==> config.mk <==
export PLATFORM = sky130hd
export DESIGN_NAME = inp_bcd_flat
export DESIGN_NICKNAME = d
export VERILOG_FILES = /design/src/rtl/inp_bcd_if.sv /design/src/rtl/inp_bcd.sv /design/src/flat_wrapper.sv
export SDC_FILE = /design/constraint.sdc
export NUM_CORES = 1
export LEC_CHECK = 0
export CORE_ASPECT_RATIO = 0.6
export CORE_MARGIN = 2
export CORE_UTILIZATION = 56
export CTS_BUF_LIST = sky130_fd_sc_hd__clkbuf_4 sky130_fd_sc_hd__clkbuf_8 sky130_fd_sc_hd__clkbuf_16
export DETAILED_ROUTE_END_ITERATION = 10
export DONT_BUFFER_PORTS = 1
export GPL_TIMING_DRIVEN = 1
export PLACE_DENSITY_LB_ADDON = 0.2
export SETUP_SLACK_MARGIN = 0.1
export SYNTH_ARGS = -nofsm -noshare
export SYNTH_HDL_FRONTEND = slang
export SYNTH_SLANG_ARGS = --single-unit
==> constraint.sdc <==
create_clock -name clock -period 1.28 [get_ports clock]
set_input_delay 0.064 -clock clock [delete_from_list [all_inputs] [get_ports clock]]
set_output_delay 0.064 -clock clock [all_outputs]
set_load 0.02 [all_outputs]
==> src/rtl/inp_bcd_if.sv <==
// Request/result bundle for the inp_bcd BCD-to-binary converter.
interface inp_bcd_if;
  logic        ler;
  logic [3:0]  milE;
  logic [3:0]  centE;
  logic [3:0]  dezE;
  logic [3:0]  uniE;
  logic [31:0] saida;
  logic        ocupado;
  logic        pronto;
  logic        erro;

  modport master (
    output ler, milE, centE, dezE, uniE,
    input  saida, ocupado, pronto, erro
  );

  modport slave (
    input  ler, milE, centE, dezE, uniE,
    output saida, ocupado, pronto, erro
  );
endinterface

==> src/rtl/inp_bcd.sv <==
// Four-digit BCD to binary converter using a serial reverse double-dabble (16 steps).
// Optional invalid-digit detection is enabled by defining INP_BCD_DIGIT_CHECK_EN.
module inp_bcd (
  input logic      clock,
  input logic      reset_n,
  inp_bcd_if.slave bus
);

  typedef enum logic [1:0] {OCIOSO, CONVERTE, FIM} state_e;

  state_e      state_q, state_d;
  logic [15:0] bcd_q, bcd_d;
  logic [15:0] bin_q, bin_d;
  logic [4:0]  cnt_q, cnt_d;
  logic [31:0] saida_q, saida_d;
  logic        pronto_q, pronto_d;
  logic [15:0] step_bcd;
  logic [15:0] step_bin;

`ifdef INP_BCD_DIGIT_CHECK_EN
  logic bad_q, bad_d;
  logic erro_q, erro_d;
`endif

  // One reverse double-dabble step: shift {bcd, bin} right, then correct nibbles >= 8.
  always_comb begin
    logic [15:0] shifted;
    shifted  = {1'b0, bcd_q[15:1]};
    step_bin = {bcd_q[0], bin_q[15:1]};
    step_bcd = shifted;
    for (int i = 0; i < 4; i++) begin
      if (shifted[4*i+3]) begin
        step_bcd[4*i +: 4] = shifted[4*i +: 4] - 4'd3;
      end
    end
  end

  always_comb begin
    state_d  = state_q;
    bcd_d    = bcd_q;
    bin_d    = bin_q;
    cnt_d    = cnt_q;
    saida_d  = saida_q;
    pronto_d = 1'b0;
`ifdef INP_BCD_DIGIT_CHECK_EN
    bad_d    = bad_q;
    erro_d   = erro_q;
`endif
    case (state_q)
      OCIOSO: begin
        if (bus.ler) begin
          bcd_d   = {bus.milE, bus.centE, bus.dezE, bus.uniE};
          bin_d   = 16'd0;
          cnt_d   = 5'd0;
          state_d = CONVERTE;
`ifdef INP_BCD_DIGIT_CHECK_EN
          bad_d   = (bus.milE > 4'd9) || (bus.centE > 4'd9) ||
                    (bus.dezE > 4'd9) || (bus.uniE > 4'd9);
`endif
        end
      end
      CONVERTE: begin
        bcd_d = step_bcd;
        bin_d = step_bin;
        cnt_d = cnt_q + 5'd1;
        if (cnt_q == 5'd15) begin
          state_d = FIM;
        end
      end
      FIM: begin
        // Result and pronto are registered here, so they appear the cycle after FIM.
        saida_d  = {16'd0, bin_q};
        pronto_d = 1'b1;
        state_d  = OCIOSO;
`ifdef INP_BCD_DIGIT_CHECK_EN
        erro_d   = bad_q;
        if (bad_q) begin
          saida_d = 32'd0;
        end
`endif
      end
      default: state_d = OCIOSO;
    endcase
  end

  always_ff @(posedge clock or negedge reset_n) begin
    if (!reset_n) begin
      state_q  <= OCIOSO;
      bcd_q    <= 16'd0;
      bin_q    <= 16'd0;
      cnt_q    <= 5'd0;
      saida_q  <= 32'd0;
      pronto_q <= 1'b0;
    end else begin
      state_q  <= state_d;
      bcd_q    <= bcd_d;
      bin_q    <= bin_d;
      cnt_q    <= cnt_d;
      saida_q  <= saida_d;
      pronto_q <= pronto_d;
    end
  end

`ifdef INP_BCD_DIGIT_CHECK_EN
  always_ff @(posedge clock or negedge reset_n) begin
    if (!reset_n) begin
      bad_q  <= 1'b0;
      erro_q <= 1'b0;
    end else begin
      bad_q  <= bad_d;
      erro_q <= erro_d;
    end
  end

  assign bus.erro = erro_q;
`else
  assign bus.erro = 1'b0;
`endif

  assign bus.saida   = saida_q;
  assign bus.pronto  = pronto_q;
  assign bus.ocupado = (state_q != OCIOSO);

endmodule
==> src/flat_wrapper.sv <==
// flat-port wrapper written by rule: the top's interface ports become plain ports
module inp_bcd_flat 
  (clock, reset_n, bus_ler, bus_milE, bus_centE, bus_dezE, bus_uniE, bus_saida, bus_ocupado, bus_pronto, bus_erro);
  inp_bcd_if bus_i ();
  input logic clock;
  input logic reset_n;
  input wire logic [$bits(bus_i.ler)-1:0] bus_ler;
  input wire logic [$bits(bus_i.milE)-1:0] bus_milE;
  input wire logic [$bits(bus_i.centE)-1:0] bus_centE;
  input wire logic [$bits(bus_i.dezE)-1:0] bus_dezE;
  input wire logic [$bits(bus_i.uniE)-1:0] bus_uniE;
  output wire logic [$bits(bus_i.saida)-1:0] bus_saida;
  output wire logic [$bits(bus_i.ocupado)-1:0] bus_ocupado;
  output wire logic [$bits(bus_i.pronto)-1:0] bus_pronto;
  output wire logic [$bits(bus_i.erro)-1:0] bus_erro;
  assign bus_i.ler = bus_ler;
  assign bus_i.milE = bus_milE;
  assign bus_i.centE = bus_centE;
  assign bus_i.dezE = bus_dezE;
  assign bus_i.uniE = bus_uniE;
  assign bus_saida = bus_i.saida;
  assign bus_ocupado = bus_i.ocupado;
  assign bus_pronto = bus_i.pronto;
  assign bus_erro = bus_i.erro;
  inp_bcd u_core (.clock(clock), .reset_n(reset_n), .bus(bus_i));
endmodule
# Word-level counts from Yosys, hierarchy flattened
# Cells that the tools add are included.
# classes
add_sub_neg	4
eq_ne	5
muxes	13
n_reduce_logical	5
# ops
op	count
$pmux W16 S2	2
$mux W16	2
$mux W4	3
$sub A4 B2 Y4 const B	3
$pmux W5 S2	1
$add A5 B1 Y5 const B	1
$eq A5 B4 Y1 const B	1
$mux W5	1
$mux W2	2
$pmux W2 S2	1
$reduce_and A2 Y1	2
$reduce_bool A2 Y1	2
$eq A2 B1 Y1 const B	1
$eq A2 B2 Y1 const B	1
$logic_not A2 Y1	1
$ne A2 B1 Y1 const B	1
$ne A2 B2 Y1 const B	1
$mux W1	1
# word_totals
ff_bits	56
in_bits	19
output_inout_bits	35
word_cells	33

# Logic depth before layout (Yosys ltp)
# Gate-level depths: netlist (run 1).
# depth
ltp_word	3
depth_mapped	6
depth_no_buf	4

# Least setup slack after synthesis (run 1)
# Ideal clock, no wire load.
# synth_path
path_kind	register to register
start	register u_core.state_q[1]
end	register u_core.saida_q[0] (netlist: u_core.bus.saida[0])
setup_ns	0.125
path_slack_ns	-0.024
t_arrival_ns	1.179
stages_incl_launch_ff	6
period_less_slack_ns	1.304
required_time_ns	1.155
n_path_buf	3
cell_sequence	dfrtp_1 > buf_6 > nand2b_1 > buf_2 > buf_6 > mux2_2
# synth_via
elab_chain_len	1
# synth_lines
element	line	rtl
from (decl)	inp_bcd.sv:11	state_e state_q, state_d;
from (signal assigned)	inp_bcd.sv:95	state_q <= state_d;
$eq A2 B2 Y1	inp_bcd.sv:49	case (state_q)
to (signal assigned)	inp_bcd.sv:99	saida_q <= saida_d;
to (decl)	inp_bcd.sv:15	logic [31:0] saida_q, saida_d;
# No other way between the ends.
# A chain may end at the register's enable or synchronous reset.

# Final worst setup path (run 1)
# layout_path
start	register u_core.state_q[0]
end	register u_core.bcd_q[3]
# layout_via
elab_chain_len	3
word_cells_on_any_way	6
classes_between	eq/ne (2); mux (1); reduce/logical (3)
# layout_lines
element	line	rtl
$eq A2 B1 Y1 / $logic_not A2 Y1 (equally long branches)	inp_bcd.sv:49	
$reduce_bool A2 Y1 (no source line) / $ne A2 B2 Y1 (equally long branches)	n/a	
$reduce_and A2 Y1 (no source line)	n/a	
to (signal assigned)	inp_bcd.sv:89	bcd_q <= 16'd0;
to (signal assigned)	inp_bcd.sv:96	bcd_q <= bcd_d;
to (decl)	inp_bcd.sv:12	logic [15:0] bcd_q, bcd_d;
# Several ways; a longest one is shown, not always the timed one.

==> summary.txt, run 1 <==
Number of clock sinks - 56
Cell internal pwr - 5.15 mW
Final WL - 5.71 mm
Vias per inst - 5.59
Final setup violating endpoints - 3
Status - finished with violations
Wire length on met3 - 420 um
Reg power frac - 40.1%
Switching power - 2.94 mW
CTS clk-pin slew, worst paths - 0.11 ns
Overall Global Routing Usage - 22.5%
CTS tree - built
Logic gate share of total power - 45.2%
Clk_skew - 0.0104 ns
DR DRC count - 0
Ports - 54
Clk_lat worst skew - 0.31 ns
FF-to-FF Start - u_core.state_q[0]
DIE WIDTH - 92.4 um
Tcrit/Tclk final - 101%
Core Area - 4540 um^2
Congestion Overflow GR - 0
Most common cell after layout, fill and taps aside - dfrtp_1
Max Clock Freq - 0.771 GHz
Chip height - 57.0 um
Reg2reg setup slack - -0.02 ns
Routability Congestion - 0.812
Initial Utilization - 57.8%
Most frequent cells in the layout - dfrtp_1, buf_4, a22o_1, conb_1, mux2_4
Largest net degree at the start of global routing - 57
Critical path peak fanout - 10
Antenna violations before repair - 0
CP arrival - 1.49 ns
Top sig layer - met4
Switching Share - 36.3%
Critical setup path kind - register to register
Avg Inst Size Synth - 11.8 um^2
CP startpoint kind - register
Post-synthesis sequential area ratio - 53.4%
Total CTS buffers - 5
Hold Crit Class - input pin to asynchronous set/reset pin
Htree depth - 2
Final Hold Slack - -0.571 ns
IR drop worst, VDD - 1320 uV
Dpl ws - 0.00769 ns
Input/output buffers - 0
Max_cap viols - 0
Via Count - 1823
FP Rows - 19
Reg2Reg Capture Point - u_core.bcd_q[3]
DR pass1 iterations - 4
Post-Syn Area - 2630 um^2
Final Hold Fails - 57
Cell count after placement - 283
Yosys warning count - 0
Fin worst setup slack - -0.0165 ns
Synth top area cells - dfrtp_1, mux2_2, buf_4
#FFs+latches synth - 56
WL/cell - 17.5 um
Leak pwr - 1.62 nW
R2R cell count - 5
CP required - 1.48 ns
DR WL met2 - 2.65 mm
M1 WL - 2.59 mm
Minimum clock period - 1.30 ns
Clock root buffer - clkbuf_8
Synthesized instance count - 222
Synth top area share - 53.4%
# nets final - 286
Failing checks - hold timing, setup timing
ANT nets after route - 0
Final Slew Violations - 0
Pwr dens - 2440 nW/um^2
Die area - 5270 um^2
Initial detailed-routing violation count - 104
RSZ-0062 raised after global routing - true
N_diodes - 0
Fillers - 294
Fraction of layout cells with a size suffix above 1 - 31.6%
Area leader, netlist - dfrtp_1
CP Capture Type - register
Non-Filler Instances - 326
CTS max path bufs - 2
Clk pwr share - 14.7%
Area delta synth->final - 26.4%
Number of global-route vias before repair - 1833
Global-route wire length before repair - 9.26 mm
Detailed Place HPWL - 3.37 mm
Netlist cell types - 34
## power by group through the flow
stage / Combinational (mW) / Sequential (mW) / Clock (mW)
after floorplan: 2.19 / 3.08 / 0
after global placement: 2.50 / 3.23 / 0
after detailed placement: 2.65 / 3.26 / 0
after CTS: 3.16 / 3.22 / 1.20
after global routing: 3.99 / 3.32 / 1.29
final: 3.66 / 3.24 / 1.19
## final cells by class
cell class	instances	area [um^2]	share of cell area, %
well taps	63	78.8	2.37
flip-flops and latches	56	1400	42.2
inverters	7	28.8	0.867
repair buffers	49	494	14.9
clock inverters	3	46.3	1.39
multi-input cells	143	1200	36.2
clock buffers	5	68.8	2.07
## critical path, stage by stage, from the launching register on
cell and delay [ns]:
dfrtp_1 0.44, buf_6 0.14, o21bai_4 0.21, buf_12 0.16
a21oi_2 0.03, o22a_1 0.20
## repair_timing
item / in CTS / in global routing
endpoints found under the hold margin: 65 / 57
cloned: 1 / 0
buffers inserted: 10 / 13
hold buffers: 10 / 1
setup endpoints to repair: 35 / 53
gates resized for setup: 26 / 16
pin swaps: 9 / 9
## layer usage
layer  GRT usage (%)  vias to the layer above
met2            34.4                       68
li1                -                      836
met1            33.2                      912
met5               0                        -
met4            4.69                        0
met3            5.68                        7
## registers in the layout, summed over array words and instances (netlist names)
signal / flops
u_core.bcd_q: 16
u_core.bin_q: 16
u_core.bus.pronto: 1
u_core.bus.saida: 16
u_core.cnt_q: 5
u_core.state_q: 2
## kinds of logic after synthesis
group / Yosys count / synth area share [%]
DFF: 56 / 53.4
muxes: 20 / 8.38
buffers and inverters: 39 / 9.67
other: 1 / 0.143
and+or+nand+nor: 37 / 7.53
xor gates and xnor gates: 6 / 2.00
AOI/OAI and AO/OA: 58 / 16.5
adders and majority gates: 5 / 2.38
## how the worst max path moves through the flow
stage,cells after the start,end,startpoint,slack (ns)
CTS,5,u_core.bcd_q[3],u_core.state_q[0],0.02
global placement,2,u_core.bus.saida[7],u_core.state_q[0],0.03
detailed placement,3,u_core.bcd_q[5],u_core.state_q[1],0.008
global route,6,u_core.bcd_q[13],u_core.state_q[0],-0.07
finish,5,u_core.bcd_q[3],u_core.state_q[0],-0.02
floorplan,5,u_core.bus.saida[0],u_core.state_q[1],0.06
## synth_stat cells (all sizes together)
| cell | count |
|---|---|
| dfrtp | 56 |
| ha | 5 |
| inv | 7 |
| and3 | 1 |
| and2 | 1 |
| nor2b | 11 |
| buf | 31 |
| a22oi | 3 |
| o21ai | 6 |
| nand2 | 10 |
| conb | 1 |
| clkbuf | 1 |
| o22a | 3 |
| o211ai | 1 |
| a222oi | 3 |
| a21o | 3 |
| o21bai | 1 |
| a21oi | 13 |
| a211oi | 3 |
| a31oi | 1 |
| o22ai | 1 |
| nor2 | 6 |
| nor4bb | 2 |
| nand2b | 5 |
| nand3 | 1 |
| mux2i | 4 |
| mux2 | 16 |
| a32o | 1 |
| a22o | 17 |
| a41oi | 1 |
| xnor2 | 6 |
| a32oi | 1 |
## per-stage QoR
stage                     cell area, um^2  power, mW  util (%)  hold WS (ns)  setup TNS, ns
after floorplan                      2760       5.27         -        -0.232              0
after global placement               2700       5.73      59.5        -0.230              0
after detailed placement             2700       5.91      59.5        -0.230              0
after CTS                            3150       7.58      69.3        -0.572              0
after global routing                 3320       8.60      73.1        -0.590          -1.05
final                                3320       8.09      73.1        -0.571        -0.0426
Note: power is estimated with default switching activity, not from simulation.
==> run 2: changes to the inputs <==
==> constraint.sdc (replaced) <==
create_clock -name clock -period 1.28 [get_ports clock]
set_input_delay 0.128 -clock clock [delete_from_list [all_inputs] [get_ports clock]]
set_output_delay 0.128 -clock clock [all_outputs]
set_load 0.02 [all_outputs]
==> run 2 against run 1 <==
The run still ends with hold timing, setup timing left; sequential share of layout area is 3.1 points higher; via count is 5.4% lower; largest cell class unchanged; wire length decreased by 7.1%; critical path depth unchanged; register-to-register slack got worse by 0.07 ns; critical path type unchanged; total power fell by 4.8%; sequential power barely moved; clock skew up 0.0028 ns.
==> summary.txt, run 2 (synthesis gave the netlist of run 1 again) <==
Max_cap viols - 0
Routability Congestion - 0.812
Detailed Place HPWL - 3.37 mm
Clk_lat worst skew - 0.31 ns
DIE WIDTH - 92.4 um
Ports - 54
Final WL - 5.30 mm
Minimum clock period - 1.37 ns
Status - finished with violations
CP Capture Type - register
Fillers - 329
DR DRC count - 0
Pwr dens - 2490 nW/um^2
Layout Utilization - 68.1%
Final Hold Fails - 57
FF+latch area - 1400 um^2
Leak pwr - 1.49 nW
Core Area - 4540 um^2
CTS max path bufs - 2
Clock root buffer - clkbuf_8
RSZ-0062 raised after global routing - true
Area delta synth->final - 17.8%
Total CTS buffers - 5
Critical path peak fanout - 6
CP arrival - 1.58 ns
Input/output buffers - 0
Most frequent cells in the layout - dfrtp_1, a22o_1, conb_1, buf_4
Largest net degree at the start of global routing - 57
Final setup violating endpoints - 27
Overall Global Routing Usage - 20.4%
Multi-input gate area - 1170 um^2
Number of clock sinks - 56
CTS clk-pin slew, worst paths - 0.11 ns
Max Clock Freq - 0.729 GHz
ANT nets after route - 0
Congestion Overflow GR - 0
Htree depth - 2
Dpl ws - 0.00769 ns
Critical setup path kind - register to register
Failing checks - hold timing, setup timing
Initial detailed-routing violation count - 103
IR drop worst, VDD - 1270 uV
Final setup TNS - -1.29 ns
Chip height - 57.0 um
Fraction of layout cells with a size suffix above 1 - 30.3%
Via Count - 1725
Global-route wire length before repair - 8.46 mm
Clk_skew - 0.0132 ns
Tcrit/Tclk final - 107%
Die area - 5270 um^2
# nets final - 267
Final Hold Slack - -0.511 ns
Hold Crit Class - input pin to asynchronous set/reset pin
Most common cell after layout, fill and taps aside - dfrtp_1
Vias per inst - 5.62
CP startpoint kind - register
N_diodes - 0
WL/cell - 17.3 um
Number of global-route vias before repair - 1710
CTS tree - built
Final Slew Violations - 0
FP Rows - 19
Post-CTS Hold Fix Bufs - 2
Initial Utilization - 57.8%
Fin worst setup slack - -0.0915 ns
DR pass1 iterations - 4
Antenna violations before repair - 0
CP required - 1.49 ns
-- run 2: cell types whose count changed in the layout (fill, tap and decap cells not counted), moves of 2 or more --
cell	change
buf_4	-7
buf_12	-2
nor2b_4	-2
nor2b_2	+2
dlygate4sd3_1	-9
mux2_4	-5
mux2_2	+5
-- run 2: through the flow --
| step | cell area, um^2 | total power [mW] | std cells |
|---|---|---|---|
| 2_1_floorplan | 2760 | 5.27 | 238 |
| 3_3_place_gp | 2700 | 5.73 | 283 |
| 3_5_place_dp | 2700 | 5.91 | 283 |
| 4_1_cts | 2890 | 7.21 | 297 |
| 5_1_grt | 3090 | 8.21 | 307 |
| 6_report | 3090 | 7.71 | 307 |
-- run 2: repair_timing --
item | 4_1_cts | 5_1_grt
resized for setup | 6 | 27
pin swaps | 4 | 11
cloned | 0 | 2
endpoints found under the hold margin | 57 | 56
buffers inserted | 4 | 8
endpoints found under the setup margin | 35 | 55
-- run 2: path summary, 6_finish.rpt --
path,start,to,slack [ns],cells past startpoint
worst max-delay path,u_core.state_q[1],u_core.bin_q[2],-0.09,5
worst min-delay path,reset_n,u_core.bcd_q[7],-0.51,0
worst max register to register,u_core.state_q[1],u_core.bin_q[2],-0.09,5
worst min register to register,u_core.bcd_q[13],u_core.bcd_q[13],0.50,2
max in group asynchronous,reset_n,u_core.state_q[1],1.67,0
min in group clock,bus_centE[1],u_core.bcd_q[9],0,2
-- run 2: critical path, cell delays in order (launching register included) --
cell      delay (ns)
dfrtp_2         0.44
buf_6           0.14
o21bai_4        0.19
buf_4           0.17
buf_4           0.15
a22o_1          0.18
-- run 2: final cells by class --
cell class,instances,share of cell area (%)
Clock buffer,5,2.22
Sequential cell,56,45.3
Multi-Input combinational cell,143,37.8
Tap cell,63,2.55
Clock inverter,3,1.50
Inverter,7,0.930
Timing Repair Buffer,30,9.62
-- run 2: routing by layer --
metal / wire [um] / vias up / GRT usage [%]
li1: - / 792 / -
met1: 2500 / 874 / 29.9
met2: 2410 / 51 / 30.7
met3: 328 / 8 / 5.94
met4: 62 / 0 / 4.48
met5: 0 / - / 0
-- run 2: where the power goes --
group          internal [mW]  switching, mW  leakage, nW
combinational           1.87           1.43        0.706
sequential              2.45          0.760        0.727
clock                  0.590          0.601       0.0548
==> run 3: changes to the inputs <==
--- a/config.mk
+++ b/config.mk
@@ -8,7 +8,7 @@
 export CORE_ASPECT_RATIO = 0.6
 export CORE_MARGIN = 2
 export CORE_UTILIZATION = 56
-export CTS_BUF_LIST = sky130_fd_sc_hd__clkbuf_4 sky130_fd_sc_hd__clkbuf_8 sky130_fd_sc_hd__clkbuf_16
+export CTS_BUF_LIST = sky130_fd_sc_hd__clkbuf_16
 export DETAILED_ROUTE_END_ITERATION = 10
 export DONT_BUFFER_PORTS = 1
 export GPL_TIMING_DRIVEN = 1
==> run 3 against run 2 <==
The flow still finishes with violations (hold timing, setup timing); via count decreased by 2.8%; largest cell class unchanged; final cell count decreased by 1.3%; sequential power about the same.
==> summary.txt, run 3 (synthesis gave the netlist of run 1 again) <==
Number of clock sinks - 56
DR pass1 iterations - 4
Clk_lat worst skew - 0.29 ns
Pwr dens - 2570 nW/um^2
Vias per inst - 5.53
Via Count - 1677
Total CTS buffers - 5
Routability Congestion - 0.812
Htree depth - 2
Worst path top cell family by delay - buffers and inverters
CP Capture Type - register
Power Total - 8.07 mW
Fillers - 322
Fraction of layout cells with a size suffix above 1 - 30.0%
CTS tree - built
Antenna violations before repair - 0
Most common cell after layout, fill and taps aside - dfrtp_1
Cell internal pwr - 5.24 mW
Most frequent cells in the layout - dfrtp_1, a22o_1, conb_1, buf_4
Clk_skew - 0.00895 ns
WL/cell - 17.2 um
Ports - 54
Critical path peak fanout - 10
N_diodes - 0
Minimum clock period - 1.33 ns
Congestion Overflow GR - 0
Global-route wire length before repair - 8.91 mm
Switching power - 2.84 mW
ANT nets after route - 0
Final Hold Fails - 56
Input/output buffers - 0
Tcrit/Tclk final - 104%
CTS max path bufs - 2
Final WL - 5.21 mm
CP max stage delay - 0.42 ns
Reg2Reg Capture Point - u_core.bin_q[11]
IR drop worst, VDD - 1370 uV
CP startpoint kind - register
Initial Utilization - 57.8%
Final Hold Slack - -0.480 ns
Max_cap viols - 0
Number of global-route vias before repair - 1749
CTS clk-pin slew, worst paths - 0.08 ns
Reg2reg setup slack - -0.05 ns
Final setup TNS - -0.644 ns
Clk pwr share - 19.4%
Logic gate share of total power - 40.6%
DR DRC count - 0
Die area - 5270 um^2
Largest net degree at the start of global routing - 57
Reg power frac - 40.0%
CP required - 1.46 ns
Slowest CP cell - dfrtp_2
DP Area - 2700 um^2
Fin worst setup slack - -0.0522 ns
Final Slew Violations - 0
Switching Share - 35.1%
# nets final - 263
DIE WIDTH - 92.4 um
Bufs and invs on worst path - 3
Area delta synth->final - 19.6%
CP arrival - 1.51 ns
Dpl ws - 0.00769 ns
Status - finished with violations
Leak pwr - 1.50 nW
Clock root buffer - clkbuf_16
RSZ-0062 raised after global routing - true
Hold Crit Class - input pin to asynchronous set/reset pin
Overall Global Routing Usage - 22.0%
FP Rows - 19
Initial detailed-routing violation count - 102
FF-to-FF Start - u_core.state_q[1]
Final instance area - 3140 um^2
Chip height - 57.0 um
Failing checks - hold timing, setup timing
Critical setup path kind - register to register
Core Area - 4540 um^2
R2R cell count - 5
Detailed Place HPWL - 3.37 mm
Max Clock Freq - 0.751 GHz
Final setup violating endpoints - 19
Worst path cell trace - buf_6 > o21bai_4 > buf_4 > buf_16 > a22o_1
==> run 3: cell types whose count changed in the layout (fill, tap and decap cells not counted), sizes merged <==
cell,before,now
buf,27,24
clkbuf,6,5
==> run 3: area by class of cell <==
cell class | count | area (um^2) | area share, %
Tap cell | 63 | 78.8 | 2.51
Clock buffer | 5 | 125 | 3.98
Sequential cell | 56 | 1400 | 44.7
Inverter | 7 | 26.3 | 0.837
Timing Repair Buffer | 26 | 275 | 8.76
Multi-Input combinational cell | 143 | 1180 | 37.7
Clock inverter | 3 | 46.3 | 1.47
==> run 3: metrics by stage <==
| step | cells | util, % | hold WS, ns |
|---|---|---|---|
| floorplan | 238 | - | -0.168 |
| global placement | 283 | 59.5 | -0.166 |
| detailed placement | 283 | 59.5 | -0.166 |
| CTS | 297 | 67.6 | -0.485 |
| global route | 303 | 69.2 | -0.497 |
| finish | 303 | 69.2 | -0.480 |
==> run 3: per-layer routing <==
layer / track usage [%] / up-vias / wire length (um)
met5: 0 / - / 0
met4: 9.59 / 0 / 81
met3: 6.34 / 7 / 310
met2: 31.1 / 48 / 2340
met1: 32.1 / 836 / 2470
li1: - / 786 / -
==> run 3: worst max path at each step <==
stage | cells after the start | endpoint | slack [ns] | from
finish | 5 | u_core.bin_q[11] | -0.05 | u_core.state_q[1]
global route | 4 | u_core.bcd_q[5] | -0.11 | u_core.state_q[1]
CTS | 4 | bus_ocupado | -0.05 | u_core.state_q[1]
detailed placement | 3 | u_core.bcd_q[5] | 0.008 | u_core.state_q[1]
global placement | 2 | u_core.bus.saida[7] | 0.03 | u_core.state_q[0]
floorplan | 5 | u_core.bus.saida[0] | 0.06 | u_core.state_q[1]
==> run 3: power groups by stage <==
| stage | Clock, mW | Combinational, mW | Sequential [mW] |
|---|---|---|---|
| floorplan | 0 | 2.19 | 3.08 |
| global placement | 0 | 2.50 | 3.23 |
| detailed placement | 0 | 2.65 | 3.26 |
| CTS | 1.59 | 3.12 | 3.23 |
| global route | 1.69 | 3.60 | 3.32 |
| finish | 1.56 | 3.28 | 3.23 |
==> run 3: timing repair <==
item | in CTS | in global routing
pin swaps | 8 | 9
resized for setup | 25 | 10
endpoints found under the setup margin | 34 | 55
buffers inserted | 4 | 4
endpoints found under the hold margin | 56 | 57
cloned | 2 | 0
